===== src/rtl/issue_dispatch_queue_pkg.sv =====
// Shared types for the issue/dispatch queue: operation codes, decode record,
// optype classification and the RV32I decoder used on the queue head.
package issue_dispatch_queue_pkg;

    localparam int unsigned RegW    = 5;
    localparam logic [RegW-1:0] RegZero = '0;

    // Loads and stores are contiguous so that is_ls is a simple range test.
    typedef enum logic [5:0] {
        OpNop, OpLui, OpAuipc, OpJal, OpJalr,
        OpBeq, OpBne, OpBlt, OpBge, OpBltu, OpBgeu,
        OpLb, OpLh, OpLw, OpLbu, OpLhu, OpSb, OpSh, OpSw,
        OpAddi, OpSlti, OpSltiu, OpXori, OpOri, OpAndi, OpSlli, OpSrli, OpSrai,
        OpAdd, OpSub, OpSll, OpSlt, OpSltu, OpXor, OpSrl, OpSra, OpOr, OpAnd
    } optype_e;

    typedef struct packed {
        optype_e         optype;
        logic [RegW-1:0] rd;
        logic [RegW-1:0] rs1;
        logic [RegW-1:0] rs2;
        logic [31:0]     imm;
    } decode_t;

    function automatic logic is_ls(input optype_e op);
        return (op >= OpLb) && (op <= OpSw);
    endfunction

    function automatic logic is_branch(input optype_e op);
        return (op >= OpBeq) && (op <= OpBgeu);
    endfunction

    function automatic logic is_store(input optype_e op);
        return (op >= OpSb) && (op <= OpSw);
    endfunction

    function automatic logic has_rd(input optype_e op);
        return (op != OpNop) && !is_branch(op) && !is_store(op);
    endfunction

    function automatic logic uses_rs1(input optype_e op);
        return (op != OpNop) && (op != OpLui) && (op != OpAuipc) && (op != OpJal);
    endfunction

    function automatic logic uses_rs2(input optype_e op);
        return is_branch(op) || is_store(op) || (op >= OpAdd);
    endfunction

    // Unrecognised encodings decode to OpNop with a zero immediate.
    function automatic decode_t decode_instr(input logic [31:0] ins);
        decode_t     d;
        logic [2:0]  f3;
        logic        alt;
        logic [31:0] imm_i, imm_s, imm_b, imm_u, imm_j, shamt;
        f3    = ins[14:12];
        alt   = ins[30];
        imm_i = {{20{ins[31]}}, ins[31:20]};
        imm_s = {{20{ins[31]}}, ins[31:25], ins[11:7]};
        imm_b = {{20{ins[31]}}, ins[7], ins[30:25], ins[11:8], 1'b0};
        imm_u = {ins[31:12], 12'b0};
        imm_j = {{12{ins[31]}}, ins[19:12], ins[20], ins[30:21], 1'b0};
        shamt = {27'b0, ins[24:20]};
        d.optype = OpNop;
        d.rd     = ins[11:7];
        d.rs1    = ins[19:15];
        d.rs2    = ins[24:20];
        d.imm    = '0;
        case (ins[6:0])
            7'b0110111: begin d.optype = OpLui;   d.imm = imm_u; end
            7'b0010111: begin d.optype = OpAuipc; d.imm = imm_u; end
            7'b1101111: begin d.optype = OpJal;   d.imm = imm_j; end
            7'b1100111: begin d.optype = OpJalr;  d.imm = imm_i; end
            7'b1100011: begin
                d.imm = imm_b;
                case (f3)
                    3'b000:  d.optype = OpBeq;
                    3'b001:  d.optype = OpBne;
                    3'b100:  d.optype = OpBlt;
                    3'b101:  d.optype = OpBge;
                    3'b110:  d.optype = OpBltu;
                    3'b111:  d.optype = OpBgeu;
                    default: d.imm = '0;
                endcase
            end
            7'b0000011: begin
                d.imm = imm_i;
                case (f3)
                    3'b000:  d.optype = OpLb;
                    3'b001:  d.optype = OpLh;
                    3'b010:  d.optype = OpLw;
                    3'b100:  d.optype = OpLbu;
                    3'b101:  d.optype = OpLhu;
                    default: d.imm = '0;
                endcase
            end
            7'b0100011: begin
                d.imm = imm_s;
                case (f3)
                    3'b000:  d.optype = OpSb;
                    3'b001:  d.optype = OpSh;
                    3'b010:  d.optype = OpSw;
                    default: d.imm = '0;
                endcase
            end
            7'b0010011: begin
                d.imm = imm_i;
                case (f3)
                    3'b000: d.optype = OpAddi;
                    3'b010: d.optype = OpSlti;
                    3'b011: d.optype = OpSltiu;
                    3'b100: d.optype = OpXori;
                    3'b110: d.optype = OpOri;
                    3'b111: d.optype = OpAndi;
                    3'b001: begin d.optype = OpSlli; d.imm = shamt; end
                    default: begin
                        if (alt) d.optype = OpSrai;
                        else     d.optype = OpSrli;
                        d.imm = shamt;
                    end
                endcase
            end
            7'b0110011: begin
                case (f3)
                    3'b000: begin
                        if (alt) d.optype = OpSub;
                        else     d.optype = OpAdd;
                    end
                    3'b001: d.optype = OpSll;
                    3'b010: d.optype = OpSlt;
                    3'b011: d.optype = OpSltu;
                    3'b100: d.optype = OpXor;
                    3'b110: d.optype = OpOr;
                    3'b111: d.optype = OpAnd;
                    default: begin
                        if (alt) d.optype = OpSra;
                        else     d.optype = OpSrl;
                    end
                endcase
            end
            default: d.optype = OpNop;
        endcase
        return d;
    endfunction

endpackage


===== src/rtl/issue_dispatch_queue_iq_fifo.sv =====
// Instruction FIFO for the dispatch queue: Depth entries, synchronous reset and flush,
// head visible combinationally.
module issue_dispatch_queue_iq_fifo #(
    parameter int unsigned Depth = 4,
    parameter int unsigned Width = 64
) (
    input  logic                     clk_i,
    input  logic                     rst_i,
    input  logic                     flush_i,
    input  logic                     push_i,
    input  logic                     pop_i,
    input  logic [Width-1:0]         wdata_i,
    output logic [Width-1:0]         rdata_o,
    output logic [$clog2(Depth):0]   count_o
);
    localparam int unsigned PtrW = $clog2(Depth);
    localparam int unsigned CntW = PtrW + 1;
    localparam logic [CntW-1:0] DepthCnt = CntW'(Depth);

    logic [Width-1:0] mem_q [Depth];
    logic [PtrW-1:0]  wptr_q, rptr_q;
    logic [CntW-1:0]  count_q;
    logic             do_push, do_pop;

    assign do_push = push_i & ~flush_i & (count_q != DepthCnt);
    assign do_pop  = pop_i & ~flush_i & (count_q != '0);

    always_ff @(posedge clk_i) begin
        if (rst_i || flush_i) begin
            wptr_q  <= '0;
            rptr_q  <= '0;
            count_q <= '0;
        end else begin
            if (do_push) wptr_q <= wptr_q + PtrW'(1);
            if (do_pop)  rptr_q <= rptr_q + PtrW'(1);
            case ({do_push, do_pop})
                2'b10:   count_q <= count_q + CntW'(1);
                2'b01:   count_q <= count_q - CntW'(1);
                default: count_q <= count_q;
            endcase
        end
    end

    // Storage needs no reset: count gates every read of a stale entry.
    always_ff @(posedge clk_i) begin
        if (do_push) mem_q[wptr_q] <= wdata_i;
    end

    assign rdata_o = mem_q[rptr_q];
    assign count_o = count_q;

endmodule


===== src/rtl/issue_dispatch_queue.sv =====
// Issue/dispatch queue: buffers fetched instructions, decodes the head, resolves operands
// from regfile/ROB/CDB, renames rd and dispatches one instruction per cycle to RS or LSB.
module issue_dispatch_queue
    import issue_dispatch_queue_pkg::*;
#(
    parameter int unsigned Depth  = 4,
    parameter int unsigned TagW   = 5,
    parameter int unsigned NumCdb = 2
) (
    input  logic                   clk_i,
    input  logic                   rst_i,
    input  logic                   rdy_i,
    input  logic                   flush_i,
    input  logic                   fet_valid_i,
    input  logic [31:0]            fet_instr_i,
    input  logic [31:0]            fet_pc_i,
    output logic                   iq_full_o,
    input  logic                   rob_full_i,
    input  logic [TagW-1:0]        rob_new_tag_i,
    output logic                   rob_alloc_o,
    output logic [4:0]             rs1_2reg_o,
    output logic [4:0]             rs2_2reg_o,
    input  logic [TagW-1:0]        reg_q1_i,
    input  logic [TagW-1:0]        reg_q2_i,
    input  logic [31:0]            reg_v1_i,
    input  logic [31:0]            reg_v2_i,
    input  logic                   rob_q1_rdy_i,
    input  logic                   rob_q2_rdy_i,
    input  logic [31:0]            rob_v1_i,
    input  logic [31:0]            rob_v2_i,
    input  logic [NumCdb-1:0]      cdb_valid_i,
    input  logic [NumCdb*TagW-1:0] cdb_tag_i,
    input  logic [NumCdb*32-1:0]   cdb_val_i,
    output logic                   rename_en_o,
    output logic [4:0]             rename_rd_o,
    output logic [TagW-1:0]        rename_tag_o,
    input  logic                   rs_full_i,
    input  logic                   lsb_full_i,
    output logic                   ena_rs_o,
    output logic                   ena_lsb_o,
    output optype_e                dis_optype_o,
    output logic [TagW-1:0]        dis_qi_o,
    output logic [TagW-1:0]        dis_qj_o,
    output logic [31:0]            dis_vi_o,
    output logic [31:0]            dis_vj_o,
    output logic [31:0]            dis_imm_o,
    output logic [31:0]            dis_pc_o,
    output logic [4:0]             dis_rd_o,
    output logic [TagW-1:0]        dis_tag_o
);
    localparam int unsigned CntW = $clog2(Depth) + 1;
    localparam logic [CntW-1:0] DepthCnt = CntW'(Depth);

    logic [CntW-1:0] count;
    logic [63:0]     head;
    decode_t         dec;
    logic            head_ls, target_full, push, fire;

    issue_dispatch_queue_iq_fifo #(
        .Depth (Depth),
        .Width (64)
    ) u_iq_fifo (
        .clk_i   (clk_i),
        .rst_i   (rst_i),
        .flush_i (flush_i),
        .push_i  (push),
        .pop_i   (fire),
        .wdata_i ({fet_pc_i, fet_instr_i}),
        .rdata_o (head),
        .count_o (count)
    );

    assign dec         = decode_instr(head[31:0]);
    assign head_ls     = is_ls(dec.optype);
    assign target_full = head_ls ? lsb_full_i : rs_full_i;

    assign iq_full_o = (count == DepthCnt);
    assign push      = rdy_i & fet_valid_i & ~iq_full_o & ~flush_i;
    assign fire      = rdy_i & ~flush_i & (count != '0) & ~rob_full_i & ~target_full;

    assign rob_alloc_o  = fire;
    assign rename_en_o  = fire & has_rd(dec.optype) & (dec.rd != RegZero);
    assign rename_rd_o  = dec.rd;
    assign rename_tag_o = rob_new_tag_i;
    assign rs1_2reg_o   = dec.rs1;
    assign rs2_2reg_o   = dec.rs2;

    logic [NumCdb-1:0] hit1, hit2;

    for (genvar k = 0; k < NumCdb; k++) begin : g_cdb1
        assign hit1[k] = cdb_valid_i[k] & (cdb_tag_i[k*TagW +: TagW] == reg_q1_i);
    end

    for (genvar k = 0; k < NumCdb; k++) begin : g_cdb2
        assign hit2[k] = cdb_valid_i[k] & (cdb_tag_i[k*TagW +: TagW] == reg_q2_i);
    end

    logic [31:0]     cdb_v1, cdb_v2, v1, v2;
    logic [TagW-1:0] q1, q2;

    // Scanning from the top down leaves the lowest matching channel in place.
    always_comb begin
        cdb_v1 = '0;
        cdb_v2 = '0;
        for (int k = int'(NumCdb) - 1; k >= 0; k--) begin
            if (hit1[k]) cdb_v1 = cdb_val_i[k*32 +: 32];
            if (hit2[k]) cdb_v2 = cdb_val_i[k*32 +: 32];
        end
    end

    always_comb begin
        q1 = '0;
        v1 = '0;
        if (!uses_rs1(dec.optype)) begin
            q1 = '0;
        end else if (reg_q1_i == '0) begin
            v1 = reg_v1_i;
        end else if (rob_q1_rdy_i) begin
            v1 = rob_v1_i;
        end else if (|hit1) begin
            v1 = cdb_v1;
        end else begin
            q1 = reg_q1_i;
        end
    end

    always_comb begin
        q2 = '0;
        v2 = '0;
        if (!uses_rs2(dec.optype)) begin
            q2 = '0;
        end else if (reg_q2_i == '0) begin
            v2 = reg_v2_i;
        end else if (rob_q2_rdy_i) begin
            v2 = rob_v2_i;
        end else if (|hit2) begin
            v2 = cdb_v2;
        end else begin
            q2 = reg_q2_i;
        end
    end

    logic            ena_rs_q, ena_lsb_q;
    optype_e         dis_optype_q;
    logic [TagW-1:0] dis_qi_q, dis_qj_q, dis_tag_q;
    logic [31:0]     dis_vi_q, dis_vj_q, dis_imm_q, dis_pc_q;
    logic [4:0]      dis_rd_q;

    // Strobes drop every cycle without a fire, so a paused pipe never repeats one.
    always_ff @(posedge clk_i) begin
        if (rst_i) begin
            ena_rs_q     <= 1'b0;
            ena_lsb_q    <= 1'b0;
            dis_optype_q <= OpNop;
            dis_qi_q     <= '0;
            dis_qj_q     <= '0;
            dis_vi_q     <= '0;
            dis_vj_q     <= '0;
            dis_imm_q    <= '0;
            dis_pc_q     <= '0;
            dis_rd_q     <= '0;
            dis_tag_q    <= '0;
        end else begin
            ena_rs_q  <= fire & ~head_ls;
            ena_lsb_q <= fire & head_ls;
            if (fire) begin
                dis_optype_q <= dec.optype;
                dis_qi_q     <= q1;
                dis_qj_q     <= q2;
                dis_vi_q     <= v1;
                dis_vj_q     <= v2;
                dis_imm_q    <= dec.imm;
                dis_pc_q     <= head[63:32];
                dis_rd_q     <= has_rd(dec.optype) ? dec.rd : RegZero;
                dis_tag_q    <= rob_new_tag_i;
            end
        end
    end

    assign ena_rs_o     = ena_rs_q;
    assign ena_lsb_o    = ena_lsb_q;
    assign dis_optype_o = dis_optype_q;
    assign dis_qi_o     = dis_qi_q;
    assign dis_qj_o     = dis_qj_q;
    assign dis_vi_o     = dis_vi_q;
    assign dis_vj_o     = dis_vj_q;
    assign dis_imm_o    = dis_imm_q;
    assign dis_pc_o     = dis_pc_q;
    assign dis_rd_o     = dis_rd_q;
    assign dis_tag_o    = dis_tag_q;

endmodule


===== config.mk =====
export PLATFORM = sky130hd
export DESIGN_NAME = issue_dispatch_queue
export DESIGN_NICKNAME = d
export VERILOG_FILES = /design/src/rtl/issue_dispatch_queue_pkg.sv /design/src/rtl/issue_dispatch_queue_iq_fifo.sv /design/src/rtl/issue_dispatch_queue.sv
export SDC_FILE = /design/constraint.sdc
export NUM_CORES = 1
export LEC_CHECK = 0
export ABC_AREA = 1
export CAP_MARGIN = 10
export CORE_MARGIN = 5
export CORE_UTILIZATION = 50
export CTS_CLUSTER_SIZE = 28
export DETAILED_ROUTE_END_ITERATION = 7
export GPL_TIMING_DRIVEN = 0
export PLACE_DENSITY = 0.85
export SKIP_CTS_REPAIR_TIMING = 1
export SYNTH_ARGS = -nofsm -noshare
export SYNTH_HDL_FRONTEND = slang
export SYNTH_HIERARCHICAL = 1
export SYNTH_SLANG_ARGS = --single-unit

===== constraint.sdc =====
create_clock -name clk_i -period 8.7 [get_ports clk_i]
set_clock_uncertainty 0.05 [all_clocks]
set_input_delay 0.87 -clock clk_i [delete_from_list [all_inputs] [get_ports clk_i]]
set_output_delay 0.87 -clock clk_i [all_outputs]
set_load 0.01 [all_outputs]

==> metrics list <==
- At the end of routability-driven placement, the weighted congestion stood at 1.00.
- After layout, the minimum clock period comes to 5690 ps.
* Smallest hold slack: 414 ps
- Share of the clock period used by the worst path: 65.4%
- Worst-skew pair later-pin latency: 590 ps
- Hold Path Depth: 2
- In the final routed layout, each cell accounts on average for 23.2 microns.
* Port Buf Inserts: 470
- Root buffer selected by CTS: sky130_fd_sc_hd__clkbuf_16
- Sequential elements use 56.3% of the synthesized area.
- The worst hold path terminates at dis_vj_o[18].
* Number of hold-slack violations in the final timing report: 0
* Hold WC Path Type: reg2reg
* Placeable Area: 38,600 sq um
- In the routed design, unresolved DRC markers number 0.
* Antenna violations before repair: 28
* Terminus of the critical flop-to-flop path: u_iq_fifo/count_o[2]
* Slew Viols, Final: 0
* Share of cells above drive strength 1: 6.89%
- Number of clock sinks seen by CTS: 421
- Dividing total power by cell area gives a power density of 165 nW/um^2.
* Pin count of the biggest net entering global routing: 30
* Area delta synth->final: 36.3%
* Number of max-capacitance violations reported: 0
- The count of nets left with antenna violations once routing finished came out at 0.
- Vias after detailed routing: 19.5k
- First-pass GRT wire length: 117,000 microns
* Synth top area cells: sky130_fd_sc_hd__edfxtp_1 (39%), sky130_fd_sc_hd__dfxtp_1 (17%), sky130_fd_sc_hd__nand2_1 (10%)
* Area of the die: 43,100 sq um
- The run finished with clean final reports.
- Yosys top cell area share: 39.4%
- Detailed routing placed a total of 8110 microns of wire on met3.
- After synthesis, the most frequently instantiated cells are sky130_fd_sc_hd__nand2_1 (525), sky130_fd_sc_hd__nor2_1 (404), sky130_fd_sc_hd__edfxtp_1 (256), sky130_fd_sc_hd__o21ai_0 (178), sky130_fd_sc_hd__dfxtp_1 (165).
* Die Height: 208 microns
* Unrepaired setup endpoints after global routing: false
- Leakage power total: 0.0107 uW
- Minimum setup slack among reg-to-reg paths: 3840 ps
* Critical Path End Type: output pin
- Once the floorplan was initialized, standard cells occupied 50.5% of the core.
- In the routed layout, each cell is associated on average with a via count of 5.70.
- Number of levels in the clock H-tree: 2
* Dominant cell type by count on the critical path: sky130_fd_sc_hd__nand2_1
- Number of library cell types mapped by synthesis: 35
- The number of global-route vias before repair came to 19.0k.
- Worst-case headroom to the max-slew limit: 39.2%
* Cell with the most instances after synthesis: sky130_fd_sc_hd__nand2_1
- Pin placement for this block handled 472 I/O pins.
* HPWL reported at the end of detailed placement: 59,700 microns
- Detailed-routed wire length on met2: 39,000 microns
* Number of rows in the core area: 72
* Slew @ Worst Pin: 911 ps
* Top cell type by total area after synthesis: sky130_fd_sc_hd__edfxtp_1
- Detailed router's first-iteration violation count: 2,259
* Worst-path maximum fanout: 11
* Drt pass-1 iters: 6
* Kind of critical path: reg2out
- The routed design has 79,300 microns of wire.
- Power consumption: 4400 uW
- For the worst setup path, the data arrival time is 4770 ps.
- Max incr delay on CP: 640 ps
* Cell type of the slowest stage on the worst timing path: sky130_fd_sc_hd__clkdlybuf4s50_1
- Worst hold path startpoint: dis_vj_o[18]
* Average cell area after synthesis: 8.44 sq um
- Synth warn: 6
* Aggregate negative setup slack: 0 ps
- Setup violations remaining at the end of the flow were counted as 0.
- After layout, the worst setup slack is 3010 ps.
* Number of synthesized register bits: 421
* Max layer used: met5
* Net count after synthesis: 2,613
* Combined global-route utilization of all metal layers: 35.1%
- Overflow left after global routing: 0
- Static timing analysis puts the maximum clock frequency at 176 MHz.
* Horiz. Die Dim: 208 microns
- Minimum setup slack after placement: 3700 ps
- Data on the critical path is required at its endpoint by 7780 ps.
* Depth of the worst register-to-register path: 26
- In the final routing, the length of wire on met1 measures 28,000 microns.
- IR analysis of the VDD net gives a maximum drop of 0.000168 V.
- After synthesis, the share of flip-flops with an asynchronous set or reset is 0%.
- In this run, synthesis inferred 256 flip-flops with an integrated enable.
- Number of buffers added by the clock tree synthesis step: 44
- After clock tree synthesis, the clock-pin slew on the worst setup and hold paths is 60 ps.
* Most frequently used flop master after synthesis: sky130_fd_sc_hd__edfxtp_1
- Max clock buf depth: 3
- Critical path cell sequence: clkinv_1, clkbuf_1, o21ai_0, o22ai_1, nand2_1, nor2_1, nand3_2, nand2_2, inv_2, nand2_1, nand2_1, nor2_4, buf_6, buf_4, nand3_1, a21oi_1, clkdlybuf4s50_1
* Cell count after synthesis: 2,314
- STA classifies the critical path startpoint as a flop.
- TritonCTS built the clock tree.
* Cell Area, Synth: 19,500 sq um
- Net total in the final layout: 3,137
## layout by cell type, fill, tap and decap left out, drive strengths merged
master and n:
nand2 528, clkdlybuf4s50 470, nor2 409, edfxtp 256, o21ai 243, dfxtp 165
nand3 149, clkbuf 145, inv 137, nand4 82, buf 81, o22ai 67
a21oi 62, or2 34, diode 21, clkinv 16, nor3 8, ha 5
a22oi 4, a31oi 3, bufinv 3, nor3b 2, clkinvlp 2, o211ai 1
nor4 1, fa 1
## power breakdown
part | total [uW] | internal [uW] | switching, uW | leakage (uW)
clock network | 1930 | 1110 | 825 | 0.000721
registers | 2120 | 2120 | 2.50 | 0.00363
logic | 343 | 168 | 175 | 0.00635
## critical path, delay by kind of cell (launching register included)
kind	cells	cell delay, ps
buffers and inverters	6	1880
AND/OR/NAND/NOR	8	1220
AO/OA/AOI/OAI	3	740
flip-flops	1	330
## layer usage
layer	track usage, %	vias to the layer above
met5	0	-
met3	10.1	214
met1	40.6	9179
li1	-	8860
met2	60.3	1187
met4	16.6	16
## area by class of cell
type | count | area, sq um
fill | 2955 | 12000
sequential | 421 | 11000
multi-input combinational | 1599 | 7220
timing repair buffer | 478 | 4860
clock buffer | 62 | 1250
buffer | 156 | 832
tap | 518 | 648
inverter | 138 | 520
clock inverter | 20 | 244
antenna | 21 | 52.6
## stage by stage
| stage | area (sq um) | std cells | utilization, % |
|---|---|---|---|
| 2_1_floorplan | 19500 | 2314 | - |
| 3_3_place_gp | 24900 | 3302 | 64.4 |
| 3_5_place_dp | 25100 | 3310 | 64.9 |
| 4_1_cts | 26600 | 3392 | 68.7 |
| 5_1_grt | 26600 | 3409 | 68.9 |
| 6_report | 26600 | 3413 | 68.9 |
## cell families (layout without fill, tap and decap cells)
kind of cell,count (synthesis),in the layout,share of synthesized area (%)
compound gates,380,380,10.3
fa+ha+maj,6,6,0.423
buf+inv,294,854,6.93
flops,421,421,56.3
other cells,0,21,0
simple gates,1213,1213,26.1
## worst max path at each step
stage	startpoint	endpoint	cells after the start
finish	flop	rename_en_o	17
global route	flop	rename_en_o	17
CTS	flop	rename_en_o	17
detailed placement	flop	rename_en_o	17
global placement	flush_i	u_iq_fifo/mem_q[0][34]	8
floorplan	flush_i	u_iq_fifo/mem_q[0][0]	7
## registers in the layout, indices dropped and copies added (netlist names), named ones only
register           flops
dis_pc_o              32
u_iq_fifo/wptr_q       2
u_iq_fifo/mem_q      256
dis_imm_o             32
dis_tag_o              5
u_iq_fifo/rptr_q       2
ena_rs_o               1
dis_qi_o               5
dis_vi_o              32
ena_lsb_o              1
u_iq_fifo/count_o      3
dis_vj_o              32
dis_rd_o               5
dis_qj_o               5
dis_optype_o           6
No activity file was read; power rests on OpenSTA's default activity.
